--- config.mk ---
export PLATFORM = sky130hd
export DESIGN_NAME = mem_arbiter
export DESIGN_NICKNAME = d
export VERILOG_FILES = /design/src/rtl/mem_arb_pkg.sv /design/src/rtl/mem_rr_pick.sv /design/src/rtl/mem_arbiter.sv
export SDC_FILE = /design/constraint.sdc
export NUM_CORES = 1
export LEC_CHECK = 0
export ABC_CLOCK_PERIOD_IN_PS = 1370
export BUFFER_PORTS_ARGS = -buffer_cell sky130_fd_sc_hd__buf_2
export CAP_MARGIN = 15
export CELL_PAD_IN_SITES_DETAIL_PLACEMENT = 0
export CELL_PAD_IN_SITES_GLOBAL_PLACEMENT = 1
export CORE_MARGIN = 1.5
export CORE_UTILIZATION = 28
export CTS_BUF_LIST = sky130_fd_sc_hd__clkbuf_2
export CTS_CLUSTER_SIZE = 28
export DETAILED_ROUTE_END_ITERATION = 6
export PLACE_DENSITY = 0.86
export SKIP_LAST_GASP = 1
export SLEW_MARGIN = 10
export SYNTH_ARGS = -nofsm -noshare
export SYNTH_HDL_FRONTEND = slang
export SYNTH_SLANG_ARGS = --single-unit
--- constraint.sdc ---
create_clock -name clk -period 1.37 [get_ports clk]
set_input_delay 0.2055 -clock clk [delete_from_list [all_inputs] [get_ports clk]]
set_output_delay 0.2055 -clock clk [all_outputs]
set_load 0.01 [all_outputs]
--- src/rtl/mem_arb_pkg.sv ---
// Shared types and default widths for arbiters in front of the mem_intf register memory.
package mem_arb_pkg;

   typedef enum logic [1:0] {
      IDLE,
      ISSUE,
      RESP
   } state_t;

   localparam int DEF_ADDR_W = 4;
   localparam int DEF_DATA_W = 32;
   localparam int MAX_REQ    = 4;

endpackage

--- src/rtl/mem_rr_pick.sv ---
// Combinational round-robin picker: the requester nearest after last_grant wins,
// with the search wrapping modulo N.
module mem_rr_pick #(
   parameter int N  = 2,
   parameter int GW = $clog2(N)
) (
   input  logic [N-1:0]  req,
   input  logic [GW-1:0] last_grant,
   output logic [GW-1:0] grant,
   output logic          any_req
);

   logic [GW-1:0] idx;

   // Candidates are visited farthest-first, so the last hit is the nearest one.
   always_comb begin
      // NOTE: every output and temporary gets a default before the loop, otherwise a path
      // that leaves one unassigned infers a latch.
      grant   = last_grant;
      any_req = 1'b0;
      idx     = '0;
      for (int i = N; i >= 1; i--) begin
         idx = GW'((int'(last_grant) + i) % N);
         if (req[idx]) begin
            grant   = idx;
            any_req = 1'b1;
         end
      end
   end

endmodule

--- src/rtl/mem_arbiter.sv ---
// Round-robin arbiter sharing the single-port mem_intf between NUM_REQ requesters,
// one transaction at a time, with a watchdog that aborts unacknowledged accesses.
module mem_arbiter
   import mem_arb_pkg::*;
#(
   parameter int NUM_REQ = 2,
   parameter int ADDR_W  = DEF_ADDR_W,
   parameter int DATA_W  = DEF_DATA_W,
   parameter int TIMEOUT = 16
) (
   input  logic                      clk,
   input  logic                      rst,
   input  logic [NUM_REQ-1:0]        req_vld,
   input  logic [NUM_REQ-1:0]        req_rnw,
   input  logic [NUM_REQ*ADDR_W-1:0] req_addr,
   input  logic [NUM_REQ*DATA_W-1:0] req_wdata,
   output logic [NUM_REQ-1:0]        req_rdy,
   output logic [NUM_REQ-1:0]        req_err,
   output logic [DATA_W-1:0]         req_rdata,
   output logic                      mem_req_vld,
   output logic                      mem_req_rnw,
   output logic [ADDR_W-1:0]         mem_req_addr,
   output logic [DATA_W-1:0]         mem_wdata,
   input  logic                      mem_req_rdy,
   input  logic [DATA_W-1:0]         mem_rdata,
   output logic                      busy
);

   localparam int GW = $clog2(NUM_REQ);
   localparam int CW = $clog2(TIMEOUT);

   state_t              state_q, state_d;
   logic [GW-1:0]       last_q, last_d;
   logic                rnw_q, rnw_d;
   logic [ADDR_W-1:0]   addr_q, addr_d;
   logic [DATA_W-1:0]   wdata_q, wdata_d;
   logic [CW-1:0]       cnt_q, cnt_d;
   logic [NUM_REQ-1:0]  rdy_q, rdy_d;
   logic [NUM_REQ-1:0]  err_q, err_d;
   logic [DATA_W-1:0]   rdata_q, rdata_d;
   logic                mem_vld_q, mem_vld_d;
   logic                busy_q, busy_d;

   logic [GW-1:0]       pick_grant;
   logic                pick_any;

   mem_rr_pick #(
      .N  (NUM_REQ),
      .GW (GW)
   ) u_pick (
      .req        (req_vld),
      .last_grant (last_q),
      .grant      (pick_grant),
      .any_req    (pick_any)
   );

   always_comb begin
      state_d   = state_q;
      last_d    = last_q;
      rnw_d     = rnw_q;
      addr_d    = addr_q;
      wdata_d   = wdata_q;
      cnt_d     = cnt_q;
      mem_vld_d = mem_vld_q;
      rdy_d     = '0;
      err_d     = '0;
      rdata_d   = '0;

      case (state_q)
         IDLE: begin
            if (pick_any) begin
               rnw_d     = req_rnw[pick_grant];
               addr_d    = req_addr[pick_grant*ADDR_W +: ADDR_W];
               wdata_d   = req_wdata[pick_grant*DATA_W +: DATA_W];
               last_d    = pick_grant;
               cnt_d     = '0;
               mem_vld_d = 1'b1;
               state_d   = ISSUE;
            end
         end
         ISSUE: begin
            cnt_d = cnt_q + 1'b1;
            if (mem_req_rdy) begin
               rdata_d       = mem_rdata;
               rdy_d[last_q] = 1'b1;
               mem_vld_d     = 1'b0;
               state_d       = RESP;
            end else if (cnt_q == CW'(TIMEOUT - 1)) begin
               // Watchdog abort: answer the requester with zero data and the error flag.
               rdy_d[last_q] = 1'b1;
               err_d[last_q] = 1'b1;
               mem_vld_d     = 1'b0;
               state_d       = RESP;
            end
         end
         RESP:    state_d = IDLE;
         default: state_d = IDLE;
      endcase

      busy_d = (state_d != IDLE);
   end

   always_ff @(posedge clk) begin
      // NOTE: sequential state uses non-blocking assignments only, so every flop samples
      // the pre-edge values regardless of statement order.
      if (!rst) begin
         state_q   <= IDLE;
         last_q    <= GW'(NUM_REQ - 1);
         rnw_q     <= 1'b0;
         addr_q    <= '0;
         wdata_q   <= '0;
         cnt_q     <= '0;
         rdy_q     <= '0;
         err_q     <= '0;
         rdata_q   <= '0;
         mem_vld_q <= 1'b0;
         busy_q    <= 1'b0;
      end else begin
         state_q   <= state_d;
         last_q    <= last_d;
         rnw_q     <= rnw_d;
         addr_q    <= addr_d;
         wdata_q   <= wdata_d;
         cnt_q     <= cnt_d;
         rdy_q     <= rdy_d;
         err_q     <= err_d;
         rdata_q   <= rdata_d;
         mem_vld_q <= mem_vld_d;
         busy_q    <= busy_d;
      end
   end

   assign mem_req_vld  = mem_vld_q;
   assign mem_req_rnw  = rnw_q;
   assign mem_req_addr = addr_q;
   assign mem_wdata    = wdata_q;
   assign req_rdy      = rdy_q;
   assign req_err      = err_q;
   assign req_rdata    = rdata_q;
   assign busy         = busy_q;

endmodule

**Word-level counts from Yosys, hierarchy flattened**

Index checks and enable logic that the tools add are counted.

- Bits in registers: 82
- Latch bits: 0
- Bits in writable memories: 0
- ROM bits: 0
- Input port bits: 111
- Output and inout bits: 75
- Memories kept: 0

- $add $sub $neg: 3
- Multipliers: 0
- Div/mod/pow operators: 0
- $lt $le $gt $ge: 5
- Equal/unequal tests: 4
- Shift operators: 2
- Mux-type cells: 24
- Bitwise gates (word level): 2
- Reduce and logical (&&, ||, !) cells: 10

Operators with widths:

| cell | number |
|---|---|
| $shiftx A64 B7 Y32 | 1 |
| $mux W1 | 14 |
| $mux W2 | 5 |
| $lt A1 B2 Y1 const B | 4 |
| $pmux W4 S2 | 1 |
| $shiftx A8 B4 Y4 | 1 |
| $reduce_and A2 Y1 | 3 |
| $reduce_and A3 Y1 | 2 |
| $add A4 B1 Y4 const B | 1 |
| $eq A4 B4 Y1 const B | 1 |
| $mux W4 | 1 |
| $pmux W2 S2 | 1 |
| $reduce_bool A2 Y1 | 2 |
| $ne A3 B3 Y1 const B | 1 |
| $reduce_or A3 Y1 | 1 |
| $add A1 B1 Y1 const B | 2 |
| $eq A2 B1 Y1 const B | 1 |
| $logic_not A2 Y1 | 1 |
| $ne A2 B2 Y1 const B | 1 |
| $not A1 Y1 | 2 |
| $pmux W1 S2 | 1 |
| $demux W1 S1 | 1 |
| $ge A1 B1 Y1 const B | 1 |
| $logic_and A1 B1 Y1 | 1 |

**Depth between registers and ports, before layout**

- Depth in word-level cells: 8
- Mapped depth: 5
- Depth with buffers taken out: 4

**Hierarchy**

Synthesis repeated with hierarchy kept, for this count alone.

- Cell total of the unflattened synthesis: 281
- Area total of the unflattened synthesis: 3,014.1 um^2

Modules (own cells, without submodules):

| module | instances | cells each | area an instance (um^2) | seq. area each (um^2) |
|---|---|---|---|---|
| mem_arbiter | 1 | 278 | 2,999.1 | 1,641.6 |
| mem_rr_pick | 1 | 3 | 15.0 | 0.0 |

**Least setup slack after synthesis**

No wires, ideal clock.

- Kind: register -> register
- Start point: register state_q[0]
- End point: register addr_q[0], in the netlist mem_req_addr[0]
- Setup time: 0.133 ns
- Arrival: 1.164 ns
- Required time: 1.237 ns
- Slack: 0.073 ns
- Stages on the path, launching flop included: 6
- Path buffers: 2
- Path through: dfxtp_1 > or2_2 > nor2_1 > buf_4 > buf_4 > a311oi_1

- Longest elaborated chain between the ends: 2

RTL lines:

| element | RTL line | RTL |
|---|---|---|
| start: declaration | mem_arbiter.sv:32 | `state_t state_q, state_d;` |
| start signal: assignment | mem_arbiter.sv:119 | `state_q <= state_d;` |
| $logic_not A2 Y1 | mem_arbiter.sv:69 | `case (state_q)` |
| $reduce_and A2 Y1 (no source line) | -- |  |
| end signal: assignment | mem_arbiter.sv:122 | `addr_q <= addr_d;` |
| end: declaration | mem_arbiter.sv:35 | `logic [ADDR_W-1:0] addr_q, addr_d;` |

Every way passes these cells.
A chain may end at the register's enable or synchronous reset.

**Final worst setup path**

- Start point: register last_q
- End point: register wdata_q[10], in the netlist mem_wdata[10]

- Longest elaborated chain between the ends: 6

RTL lines:

| element | RTL line | RTL |
|---|---|---|
| start: declaration | mem_arbiter.sv:33 | `logic [GW-1:0] last_q, last_d;` |
| start signal: assignment | mem_arbiter.sv:108 | `last_q <= GW'(NUM_REQ - 1);` |
| start signal: assignment | mem_arbiter.sv:120 | `last_q <= last_d;` |
| $add A1 B1 Y1 | mem_rr_pick.sv:23 | `idx = GW'((int'(last_grant) + i) % N);` |
| $mux W1 (implied by the code) (2 in series) | mem_rr_pick.sv:24 | `if (req[idx]) begin` |
| $mux W1 (2 in series) | mem_rr_pick.sv:24 |  |
| $shiftx A64 B7 Y32 / $reduce_and A2 Y1 (equally long branches) | -- |  |
| end signal: assignment | mem_arbiter.sv:123 | `wdata_q <= wdata_d;` |
| end: declaration | mem_arbiter.sv:36 | `logic [DATA_W-1:0] wdata_q, wdata_d;` |

Several ways; a longest one is shown, not always the timed one. The select of a mux whose other input is x is not followed.

==> results.md <==
- Drt pass-1 iters: 6
- Final WL: 12.7 mm
- Combinational share of power: 0.280
- Pwr dens: 982 nW/um2
- Critical path arrival: 1.80 ns
- Worst path cell trace: and2b_1 -> buf_12 -> o21ai_0 -> a311oi_1
- Final setup margin: 0.0538 ns
- Synth Area per Inst: 9.30 um2
- Most frequent cells in the layout: 172 x buf_2, 108 x dlygate4sd3_1, 48 x dfxtp_1, 40 x nand3_1, 40 x a21oi_1
- WL/cell: 16.2 um
- WHS: 0.154 ns
- Synth warn: 0
- Commonest non-fill, non-tap cell in the layout: buf_2
- Sequential area share after synthesis: 0.518
- Sink Count: 82
- Finished Layout Cells: 784
- RSZ-0062 raised after global routing: yes
- Crit-path leading delay family: compound AO/OA/AOI/OAI gates
- Syn Inst Count: 341
- Buffers added on ports: 185
- Dpl cells: 652
- Grt peak-use layer: met2
- Max IR drop VDD: 0.000469 V
- Setup violators final: 0
- Net Count, Synth: 453
- Root Driver: clkbuf_2
- DRT iter0 DRCs: 382
- Layout fillers: 946
- Core Area: 10900 um2
- Htree depth: 3
- Crit path depth: 4
- Worst Hold Depth: 5
- Sequential power share: 0.476
- Leak: 2.63 nW
- Worst min path class: in -> reg
- Area growth syn-to-layout: 82.6%
- Post-synth top area share: 0.518
- Vias: 3942
- GRT Overall Usage: 0.203
- Clock latency on the worst-skew pair: 0.59 ns
- TritonCTS clock tree: done
- Crit path buffers/inverters: 1
- Clock power share: 0.244
- Critical path class: reg -> reg
- # DRC: 0
- Sw frac: 0.314
- Worst slew margin: 0.684
- Largest family of logic cells by synthesized area: compound AO/OA/AOI/OAI gates
- Dpl hpwl: 7.18 mm
- XOR/XNOR Fraction of Synth Area: 0
- Routed Antenna Nets: 0
- Worst Tran Pin Value: 0.475 ns
- Crit path largest cell delay: 0.42 ns
- Initial Util: 0.290
- Worst setup EP type: register
- Crit start category: register
- Final Hold Viols: 0
- Design internal power: 3.90 mW
- Ratio of cells with drive above 1 in the final layout: 0.417
- Largest cells by area after synthesis: dfxtp_1 52%, a311oi_1 10%, and2_1 6.5%
- Multiplexer share of the synthesized area: 0
- Global Route met3 Usage: 0.0510
- Fmax: 0.760 GHz
- Net count, final: 750
- Rows: 38
- Switching Power: 1.78 mW
- Cell area after synthesis: 3170 um2
- Worst slack, placed: -0.000549 ns
- Largest area contributor in the netlist: dfxtp_1
- Vias in the first global route: 3794
- Setup_tns: 0 ns
- Setup Skew: 0.0441 ns
- Adder-Cell Fraction of Synth Area: 0.00395
- Post-synthesis register bit count: 82
- Crit path max fanout: 25
- Tot Pwr: 5.68 mW
- Post-Synth Simple-Gate Area: 0.167
- M1 GR Usage: 0.212
- Die area: 12000 um2
- Worst path slowest cell: dfxtp_2
- GR Util met2: 0.371
- Area of the multi-input gates: 1360 um2
- Fin. max-slew vios: 0
- Die height: 109 um
- Final Cycle Share: 0.961
- Max cap viols: 0
- Worst Reg-to-Reg Cells: 4
- WP data required: 1.86 ns
- Compound-Gate Fraction of Synth Area: 0.252
- Synth unique cells: 30
- DIE WIDTH: 109 um
- Final GP Congestion: 0.801
- First-pass GRT wire length: 18.4 mm
- Clock transition at path regs: 0.27 ns
- Status: completed
- I/O Pins: 186
- Maximum clock path buffer count: 2
- Detailed-route vias per instance: 5.03
- Total CTS buffers: 9
- FF+latch area: 1680 um2
- Initial antenna violation count: 1
- Largest net degree at the start of global routing: 43
- Congestion Overflow GR: 0
- Fin crit period: 1.32 ns
==> area by class of cell <==
class | instances | share of cell area
Tap cell | 140 | 0.0303
Sequential cell | 82 | 0.291
Antenna cell | 1 | 0.000432
Clock inverter | 7 | 0.0132
Clock buffer | 9 | 0.00778
Multi-Input combinational cell | 222 | 0.235
Inverter | 2 | 0.00130
Timing Repair Buffer | 321 | 0.422
==> metrics by stage <==
| stage | cell area [um2] | utilization |
|---|---|---|
| 6_report | 5790 | 0.529 |
| 5_1_grt | 5790 | 0.529 |
| 4_1_cts | 5550 | 0.508 |
| 3_5_place_dp | 4340 | 0.397 |
| 3_3_place_gp | 4340 | 0.397 |
| 2_1_floorplan | 3170 | - |
==> sequential cells by signal (all words and copies together), names as in the netlist <==
register / cells
last_q: 1
mem_req_addr: 4
mem_wdata: 32
cnt_q: 4
mem_req_vld: 1
mem_req_rnw: 1
req_err: 2
req_rdy: 2
state_q: 2
busy: 1
req_rdata: 32
==> worst paths after layout <==
kind | from | to | slack, ns
max reg2reg | last_q | mem_wdata[10] | 0.05
max | last_q | mem_wdata[10] | 0.05
min | req_vld[0] | cnt_q[1] | 0.15
min reg2reg | mem_wdata[2] | mem_wdata[2] | 0.53
==> Yosys cell counts, drive strengths merged <==
master / instances
a211oi: 1
a21oi: 40
a22oi: 1
a311oi: 37
a31oi: 2
and2: 33
and2b: 2
and3: 1
buf: 21
clkbuf: 14
clkinv: 1
dfxtp: 82
ha: 1
inv: 1
nand2: 2
nand2b: 4
nand3: 40
nor2: 5
nor2b: 1
nor3: 2
nor4: 2
o211ai: 5
o21a: 1
o21ai: 38
o221a: 1
or2: 2
or3: 1
==> worst reg2reg max path: stages, from the launching register on <==
cell      delay [ns]
dfxtp_2         0.42
and2b_1         0.19
buf_12          0.17
o21ai_0         0.16
a311oi_1        0.29
==> per-layer routing <==
layer / vias up / share of wire
met3: 58 / 0.082
met1: 1775 / 0.37
met4: 0 / 0.037
li1: 1859 / -
met5: - / 0
met2: 250 / 0.51
==> power groups by stage <==
| stage | logic, mW | registers, mW | clock network (mW) |
|---|---|---|---|
| floorplan | 0.551 | 2.78 | 0 |
| global placement | 1.16 | 2.71 | 0 |
| detailed placement | 1.18 | 2.71 | 0 |
| CTS | 1.42 | 2.67 | 1.42 |
| global route | 1.72 | 2.73 | 1.54 |
| finish | 1.59 | 2.71 | 1.39 |
==> repair_timing <==
| action | CTS | global route |
|---|---|---|
| setup endpoints to repair | 22 | 72 |
| hold buffers | 108 | 0 |
| gates resized for setup | 3 | 57 |
| pin swaps | 0 | 1 |
| setup buffers | 0 | 5 |
| gates cloned | 0 | 2 |
| hold endpoints to repair | 77 | 0 |
==> logic make-up (layout without fill, tap and decap cells) <==
| group | after synthesis | count (layout) |
|---|---|---|
| other | 0 | 1 |
| AOI/OAI and AO/OA | 126 | 126 |
| DFF | 82 | 82 |
| adders and majority gates | 1 | 1 |
| buffers and inverters | 37 | 339 |
| and+or+nand+nor | 95 | 95 |
(Power assumes the default switching activity.)
